### src/rtl/icache_dm_if.sv
// Bus bundle between the CPU fetch port, the icache, and physical memory.
// The cache takes the slave view; the environment (CPU + memory) the master view.
interface icache_dm_if;
  logic         mem_read;
  logic [31:0]  mem_address;
  logic         mem_resp;
  logic [31:0]  mem_rdata;
  logic         pmem_read;
  logic [31:0]  pmem_address;
  logic         pmem_resp;
  logic [255:0] pmem_rdata;

  modport master (
    output mem_read, mem_address, pmem_resp, pmem_rdata,
    input  mem_resp, mem_rdata, pmem_read, pmem_address
  );

  modport slave (
    input  mem_read, mem_address, pmem_resp, pmem_rdata,
    output mem_resp, mem_rdata, pmem_read, pmem_address
  );
endinterface

### src/rtl/icache_dm.sv
// Direct-mapped, read-only instruction cache with 32-byte lines and 0-cycle hits.
// Optional hit/miss counters are built when ICACHE_STATS_EN is defined.
module icache_dm #(
  parameter int unsigned NUM_SETS = 8
) (
  input  logic        clk,
  input  logic        reset,
  icache_dm_if.slave  bus
`ifdef ICACHE_STATS_EN
  ,
  output logic [31:0] hit_count,
  output logic [31:0] miss_count
`endif
);
  localparam int unsigned IDX_W = $clog2(NUM_SETS);
  localparam int unsigned TAG_W = 32 - 5 - IDX_W;

  typedef enum logic {IDLE, FILL} state_t;

  state_t              state;
  logic [NUM_SETS-1:0] valid;
  logic [TAG_W-1:0]    tags  [NUM_SETS];
  logic [255:0]        lines [NUM_SETS];
  logic                pmem_read_q;
  logic [31:0]         pmem_addr_q;

  logic [IDX_W-1:0]    idx;
  logic [TAG_W-1:0]    tag;
  logic [2:0]          wsel;
  logic                tag_match;
  logic                hit;
  logic                miss;
  logic                fill_done;
  logic                unused_addr;

  assign wsel        = bus.mem_address[4:2];
  assign idx         = bus.mem_address[5 +: IDX_W];
  assign tag         = bus.mem_address[31 -: TAG_W];
  assign unused_addr = &{1'b0, bus.mem_address[1:0]};

  // Lookup is purely combinational so a hit answers in the request cycle.
  assign tag_match = valid[idx] && (tags[idx] == tag);
  assign hit       = !reset && (state == IDLE) && bus.mem_read && tag_match;
  assign miss      = !reset && (state == IDLE) && bus.mem_read && !tag_match;
  assign fill_done = !reset && (state == FILL) && bus.pmem_resp;

  assign bus.mem_resp     = hit;
  assign bus.mem_rdata    = hit ? lines[idx][{wsel, 5'b00000} +: 32] : 32'd0;
  assign bus.pmem_read    = pmem_read_q;
  assign bus.pmem_address = pmem_addr_q;

  // Control FSM; reset outranks a coincident fill strobe.
  always_ff @(posedge clk) begin
    if (reset) begin
      state       <= IDLE;
      valid       <= '0;
      pmem_read_q <= 1'b0;
      pmem_addr_q <= 32'd0;
    end else begin
      case (state)
        IDLE: begin
          if (miss) begin
            state       <= FILL;
            pmem_read_q <= 1'b1;
            pmem_addr_q <= {bus.mem_address[31:5], 5'b00000};
          end
        end
        FILL: begin
          if (bus.pmem_resp) begin
            state       <= IDLE;
            pmem_read_q <= 1'b0;
            pmem_addr_q <= 32'd0;
            valid[idx]  <= 1'b1;
          end
        end
        default: state <= IDLE;
      endcase
    end
  end

  // Tag and data arrays need no reset; valid bits guard them.
  always_ff @(posedge clk) begin
    if (fill_done) begin
      lines[idx] <= bus.pmem_rdata;
      tags[idx]  <= tag;
    end
  end

`ifdef ICACHE_STATS_EN
  // Saturating event counters.
  always_ff @(posedge clk) begin
    if (reset) begin
      hit_count  <= 32'd0;
      miss_count <= 32'd0;
    end else begin
      if (hit && (hit_count != 32'hFFFF_FFFF))
        hit_count <= hit_count + 32'd1;
      if (miss && (miss_count != 32'hFFFF_FFFF))
        miss_count <= miss_count + 32'd1;
    end
  end
`endif

endmodule

### src/flat_wrapper.sv
// flat-port wrapper written by rule: the top's interface ports become plain ports
module icache_dm_flat 
#(
  parameter int unsigned NUM_SETS = 8
)
  (clk, reset, bus_mem_read, bus_mem_address, bus_pmem_resp, bus_pmem_rdata, bus_mem_resp, bus_mem_rdata, bus_pmem_read, bus_pmem_address);
  icache_dm_if bus_i ();
  input  logic clk;
  input  logic reset;
  input wire logic [$bits(bus_i.mem_read)-1:0] bus_mem_read;
  input wire logic [$bits(bus_i.mem_address)-1:0] bus_mem_address;
  input wire logic [$bits(bus_i.pmem_resp)-1:0] bus_pmem_resp;
  input wire logic [$bits(bus_i.pmem_rdata)-1:0] bus_pmem_rdata;
  output wire logic [$bits(bus_i.mem_resp)-1:0] bus_mem_resp;
  output wire logic [$bits(bus_i.mem_rdata)-1:0] bus_mem_rdata;
  output wire logic [$bits(bus_i.pmem_read)-1:0] bus_pmem_read;
  output wire logic [$bits(bus_i.pmem_address)-1:0] bus_pmem_address;
  assign bus_i.mem_read = bus_mem_read;
  assign bus_i.mem_address = bus_mem_address;
  assign bus_i.pmem_resp = bus_pmem_resp;
  assign bus_i.pmem_rdata = bus_pmem_rdata;
  assign bus_mem_resp = bus_i.mem_resp;
  assign bus_mem_rdata = bus_i.mem_rdata;
  assign bus_pmem_read = bus_i.pmem_read;
  assign bus_pmem_address = bus_i.pmem_address;
  icache_dm #(.NUM_SETS(NUM_SETS)) u_core (.clk(clk), .reset(reset), .bus(bus_i));
endmodule
### config.mk
export PLATFORM = sky130hd
export DESIGN_NAME = icache_dm_flat
export DESIGN_NICKNAME = d
export VERILOG_FILES = /design/src/rtl/icache_dm_if.sv /design/src/rtl/icache_dm.sv /design/src/flat_wrapper.sv
export SDC_FILE = /design/constraint.sdc
export NUM_CORES = 2
export LEC_CHECK = 0
export ABC_AREA = 1
export CAP_MARGIN = 20
export CORE_MARGIN = 3
export CORE_UTILIZATION = 55
export CTS_CLUSTER_DIAMETER = 200
export DETAILED_ROUTE_END_ITERATION = 8
export PLACE_DENSITY = 0.84
export SYNTH_ARGS = -nofsm -noshare
export SYNTH_HDL_FRONTEND = slang
export SYNTH_SLANG_ARGS = --single-unit
export TNS_END_PERCENT = 1
### constraint.sdc
create_clock -name clk -period 49.5 [get_ports clk]
set_input_delay 9.9 -clock clk [delete_from_list [all_inputs] [get_ports clk]]
set_output_delay 9.9 -clock clk [all_outputs]
set_load 0.1 [all_outputs]
== Word level (Yosys, flattened, before mapping) ==
Memory sizes are Yosys's and may differ from the RTL's.
Cells that the tools add are included.
Word-level totals
  register bits: 42
  RAM bits: 2240
  input bits: 292
  output and inout bits: 66
  logic and storage cells: 42
  memories kept: 2
Cells by class
  $lt $le $gt $ge: 2
  equal/unequal tests: 3
  shifts and indexed selects: 1
  multiplexer cells: 16
  bitwise operators: 2
  reduce and logical (&&, ||, !) cells: 12
Memories
  u_core.lines: words 8, width 256, rd ports 1, clocked after Yosys merged registers in 0, wr ports 1, line icache_dm.sv:23  | logic [255:0] lines [NUM_SETS];
  u_core.tags: words 8, width 24, rd ports 1, clocked after Yosys merged registers in 0, wr ports 1, line icache_dm.sv:22  | logic [TAG_W-1:0] tags [NUM_SETS];
Operator list (number)
  256-bit by 9-bit indexed part select with 32-bit output: 1
  32-bit 2-to-1 mux: 3
  32-bit one-hot mux with 2 select lines: 1
  24-bit equality test: 1
  1-bit logical AND: 8
  1-bit 2-to-1 mux: 8
  8-bit OR: 1
  3-bit by 4-bit < comparator with 1-bit output, second input constant: 1
  1-bit one-hot mux with 2 select lines: 2
  2-bit AND reduction: 2
  1-bit binary-select mux with 3-bit select: 1
  1-bit demux with 3-bit select: 1
  3-bit by 1-bit >= comparator with 1-bit output, second input constant: 1
  1-bit zero test: 2
  2-bit by 1-bit inequality test with 1-bit output, second input constant: 1
  2-bit inequality test, second input constant: 1
  1-bit inverter: 1

== Logic depth before layout (Yosys ltp) ==
  depth after elaboration: 7
  gate-level depth with buffers: 20
  mapped depth without buffers: 16

== Worst setup path after synthesis ==
OpenSTA, ideal clock, no wires.
  kind: input to register
  start point: input port bus_mem_address[7]
  end point: memory u_core.lines[0][0] (enable)
  setup time: 928 ps
  arrival time: 22655 ps
  required time: 48572 ps
  path slack: 25917 ps
  stages on the path: 8
  path buffers: 5
  cells stage by stage: buf_4 nor2_4 buf_2 nand2_1 buf_2 buf_2 buf_1 nor2_1
RTL lines
  from (decl): line flat_wrapper.sv:11  | input wire logic [$bits(bus_i.mem_address)-1:0] bus_mem_address;
  to (decl): line icache_dm.sv:23
No word-level cell before the write port.

== Final worst setup path ==
  start point: input port bus_mem_address[7]
  end point: output port bus_mem_rdata[6]
Between the ends
  longest elaborated chain between the ends: 5
  elaborated cells on any way between the ends: 9
  classes of those cells: eq/ne: 1; shift: 1; mux: 3; reduce/logical: 2; memory: 2
RTL lines
  parallel branches: the longest is 4 deep, another holds memory 8 x 256 bit
  32-bit 2-to-1 mux *: line icache_dm.sv:48  | assign bus.mem_rdata = hit ? lines[idx][{wsel, 5'b00000} +: 32] : 32'd0;
  to (decl): line flat_wrapper.sv:15  | output wire logic [$bits(bus_i.mem_rdata)-1:0] bus_mem_rdata;
Every way passes the cells marked *. The select of a mux whose other input is x is not followed.

==> reports/metrics.yaml <==
routing:
  via_count: 53115
  drc: 0
  initialDrtViolationCount: 9147
  dr.pass1.iters: 8
  wl_mm: 243
  wl_per_cell_um: 30.8
  ant_nets: 0
  avgViaCountPerCell: 6.72
setup_path:
  cp.required_ns: 39.60
  r2r-start: "u_core.state"
  crit_path_max_fanout: 54
  critPathCaptureType: "primary output"
  worst-endpoint-arrival_ns: 17.23
  crit_start: "bus_mem_address[7]"
  start_kind: "input pin"
  crit_type: "in2out"
clock_tree:
  insertion_delay_ns: 0.86
  cts_buffers: 207
  cts_resized: 0
  holdBufCountCts: 0
  path_clk_slew_ns: 0.06
  cts_setup_buffers: 0
  cts_num_sinks: 2277
  h-tree-depth: 4
  tritoncts: "yes"
  cts_root_buffer: "clkbuf_16"
  clock_path_buffers: 3
logic_synthesis:
  synth_edf_count: 2240
  synth_area_sq_um: 84000
  synth-seq-area-share_pct: 80.9
  ys_types: 42
  ys_warn_count: 0
  synth_seq_cells: 2277
  async_reset_ff_share_pct: 0
  ys.flop_type: "edfxtp_1"
  synthCells: 5323
  synth.avg_cell_area_sq_um: 15.8
sta:
  fin_setup_tns_ns: 0
  relSlewSlack_pct: 23.8
  rsz0062_at_grt: "no"
  timing.hold.ws_ns: 0.475
  skew_ns: 0.0553
  setup_viol: 0
  layout_min_cycle_time_ns: 27.13
  fmax_mhz: 36.9
  min_period_over_period_pct: 54.8
  finalHoldViolations: 0
  maxSlewViolCount: 0
  tightest_slew_ns: 1.14
global_routing:
  antenna_found_initial: 108
  use_met1_pct: 38.2
  grtUsageMet2_pct: 45.5
  track_usage_pct: 30.0
  gr-total-overflow: 0
  grt_pass1_wl_mm: 343
  grt_max_degree: 140
  grt_pass1_vias: 49454
  grt_use_met3_pct: 11.3
  grt_busiest_layer: "met2"
layout:
  layout.cells.non_filler: 7902
  area_growth_pct: 14.3
  fin_nets: 5936
  fill_cells: 9495
  final_layout_size_suffix_gt1_share_pct: 7.60
  seqCellArea_sq_um: 68000
  multiInputGateArea_sq_um: 14200
worst_hold_path:
  hold_path.class: "reg2reg"
  min_from: "u_core.valid[1]"
floorplanning:
  start_util_pct: 55.7
  coreArea_sq_um: 151000
  die_width_um: 397
  pin_count: 358
  die_area_sq_um: 157000
  chipHeight_um: 397
  row_count: 142
placement:
  io_buffers: 350
  globalplace.congestion: 0.833
  place_inst: 7450
  detailed_place_hpwl_mm: 134
run_status:
  status: "finished, final reports clean"
job:
  maxCapViolations: 0
power:
  leakage_uw: 0.0303
  power_density_nw_per_um2: 39.8
  power.total_uw: 3820
  peakVddDrop_uv: 43.2
through the flow:
stage	cell area (sq um)	setup slack, ns	util, %
2_1_floorplan	84000	25.92	-
3_3_place_gp	89500	22.89	59.4
5_1_grt	95900	22.34	63.6
6_report	96000	22.37	63.6
4_1_cts	95800	22.82	63.5
3_5_place_dp	89600	22.80	59.4
layer usage:
layer / wire (um) / vias to the layer above
met1: 80300 / 25806
met2: 113000 / 4891
met5: 295 / -
met3: 37800 / 759
li1: - / 21617
met4: 12000 / 42
area by class of cell:
type                    instances  share of cell area [%]
clock inverters               103                   0.787
inverters                     154                   0.628
flip-flops and latches       2277                    70.8
multi-input cells            2572                    14.7
well taps                    2016                    2.63
repair buffers                432                    4.47
clock buffers                 277                    5.72
diodes                         71                   0.185
Yosys cell counts (46+ instances only):
master | n | area share [%]
buf_2 | 71 | 0.42
nor3_1 | 57 | 0.34
buf_1 | 54 | 0.24
a21oi_1 | 54 | 0.32
nand3_1 | 272 | 1.6
nand3b_1 | 70 | 0.63
edfxtp_1 | 2240 | 80
clkbuf_1 | 180 | 0.80
o211ai_1 | 65 | 0.58
nand2_1 | 284 | 1.3
o22ai_1 | 768 | 5.7
inv_1 | 146 | 0.65
or2_2 | 46 | 0.34
nor2_1 | 635 | 2.8
o2111ai_1 | 167 | 1.7
worst max-delay path, cell delays in order:
cell             delay [ns]
clkdlybuf4s50_1        0.92
nor2_4                 0.33
nand2_4                0.57
buf_4                  0.65
buf_4                  0.76
buf_4                  0.66
o22ai_1                0.17
nor3_1                 0.22
nand3b_1               0.25
nand3_1                0.19
nand3_1                0.15
a21oi_1                0.93
clkdlybuf4s50_1        1.31
cell usage in the layout, fill, tap and decap left out, drive strengths merged, types with 8 or more instances in the layout:
cell           synthesis  routed
nand3                280     280
clkdlybuf4s50          0     346
o22ai                768     768
a21oi                 62      62
inv                  152     162
o221ai                15      15
o21ai                 34      34
o211ai                65      65
nor2                 639     639
o2111ai              167     167
nor4                  24      24
or2                   52      52
dfxtp                 37      37
clkinv                 2      87
nor3                  57      57
buf                  144      86
edfxtp              2240    2240
diode                  0      71
nand3b                70      70
clkbuf               180     277
o21bai                 8       8
nand2                287     287
o22a                  28      28
flip-flops by register name, indices dropped and copies added, names as in the netlist:
signal	flops
u_core.lines	2048
u_core.tags	192
u_core.bus.pmem_address	27
u_core.valid	8
u_core.bus.pmem_read	1
u_core.state	1
cells by family (layout without fill, tap and decap cells):
group	count (synthesis)	in the layout	share of synthesized area [%]
compound gates	1149	1149	9.19
buf+inv	478	966	2.37
flops	2277	2277	80.9
other cells	1	76	0.00446
simple gates	1418	1418	7.50
where the power goes:
part	switching, uW	internal, uW	total (uW)
combinational	142	59.1	201
sequential	2.89	2130	2130
clock	695	799	1490
total	840	2980	3820
worst paths after layout:
check,cells after the start,to,slack (ns)
worst max register to register,7,u_core.lines[0][107],44.03
worst min register to register,2,u_core.valid[1],0.47
worst max-delay path,13,bus_mem_rdata[6],22.37
worst min-delay path,2,u_core.valid[1],0.47
No activity file was read; power rests on OpenSTA's default activity.
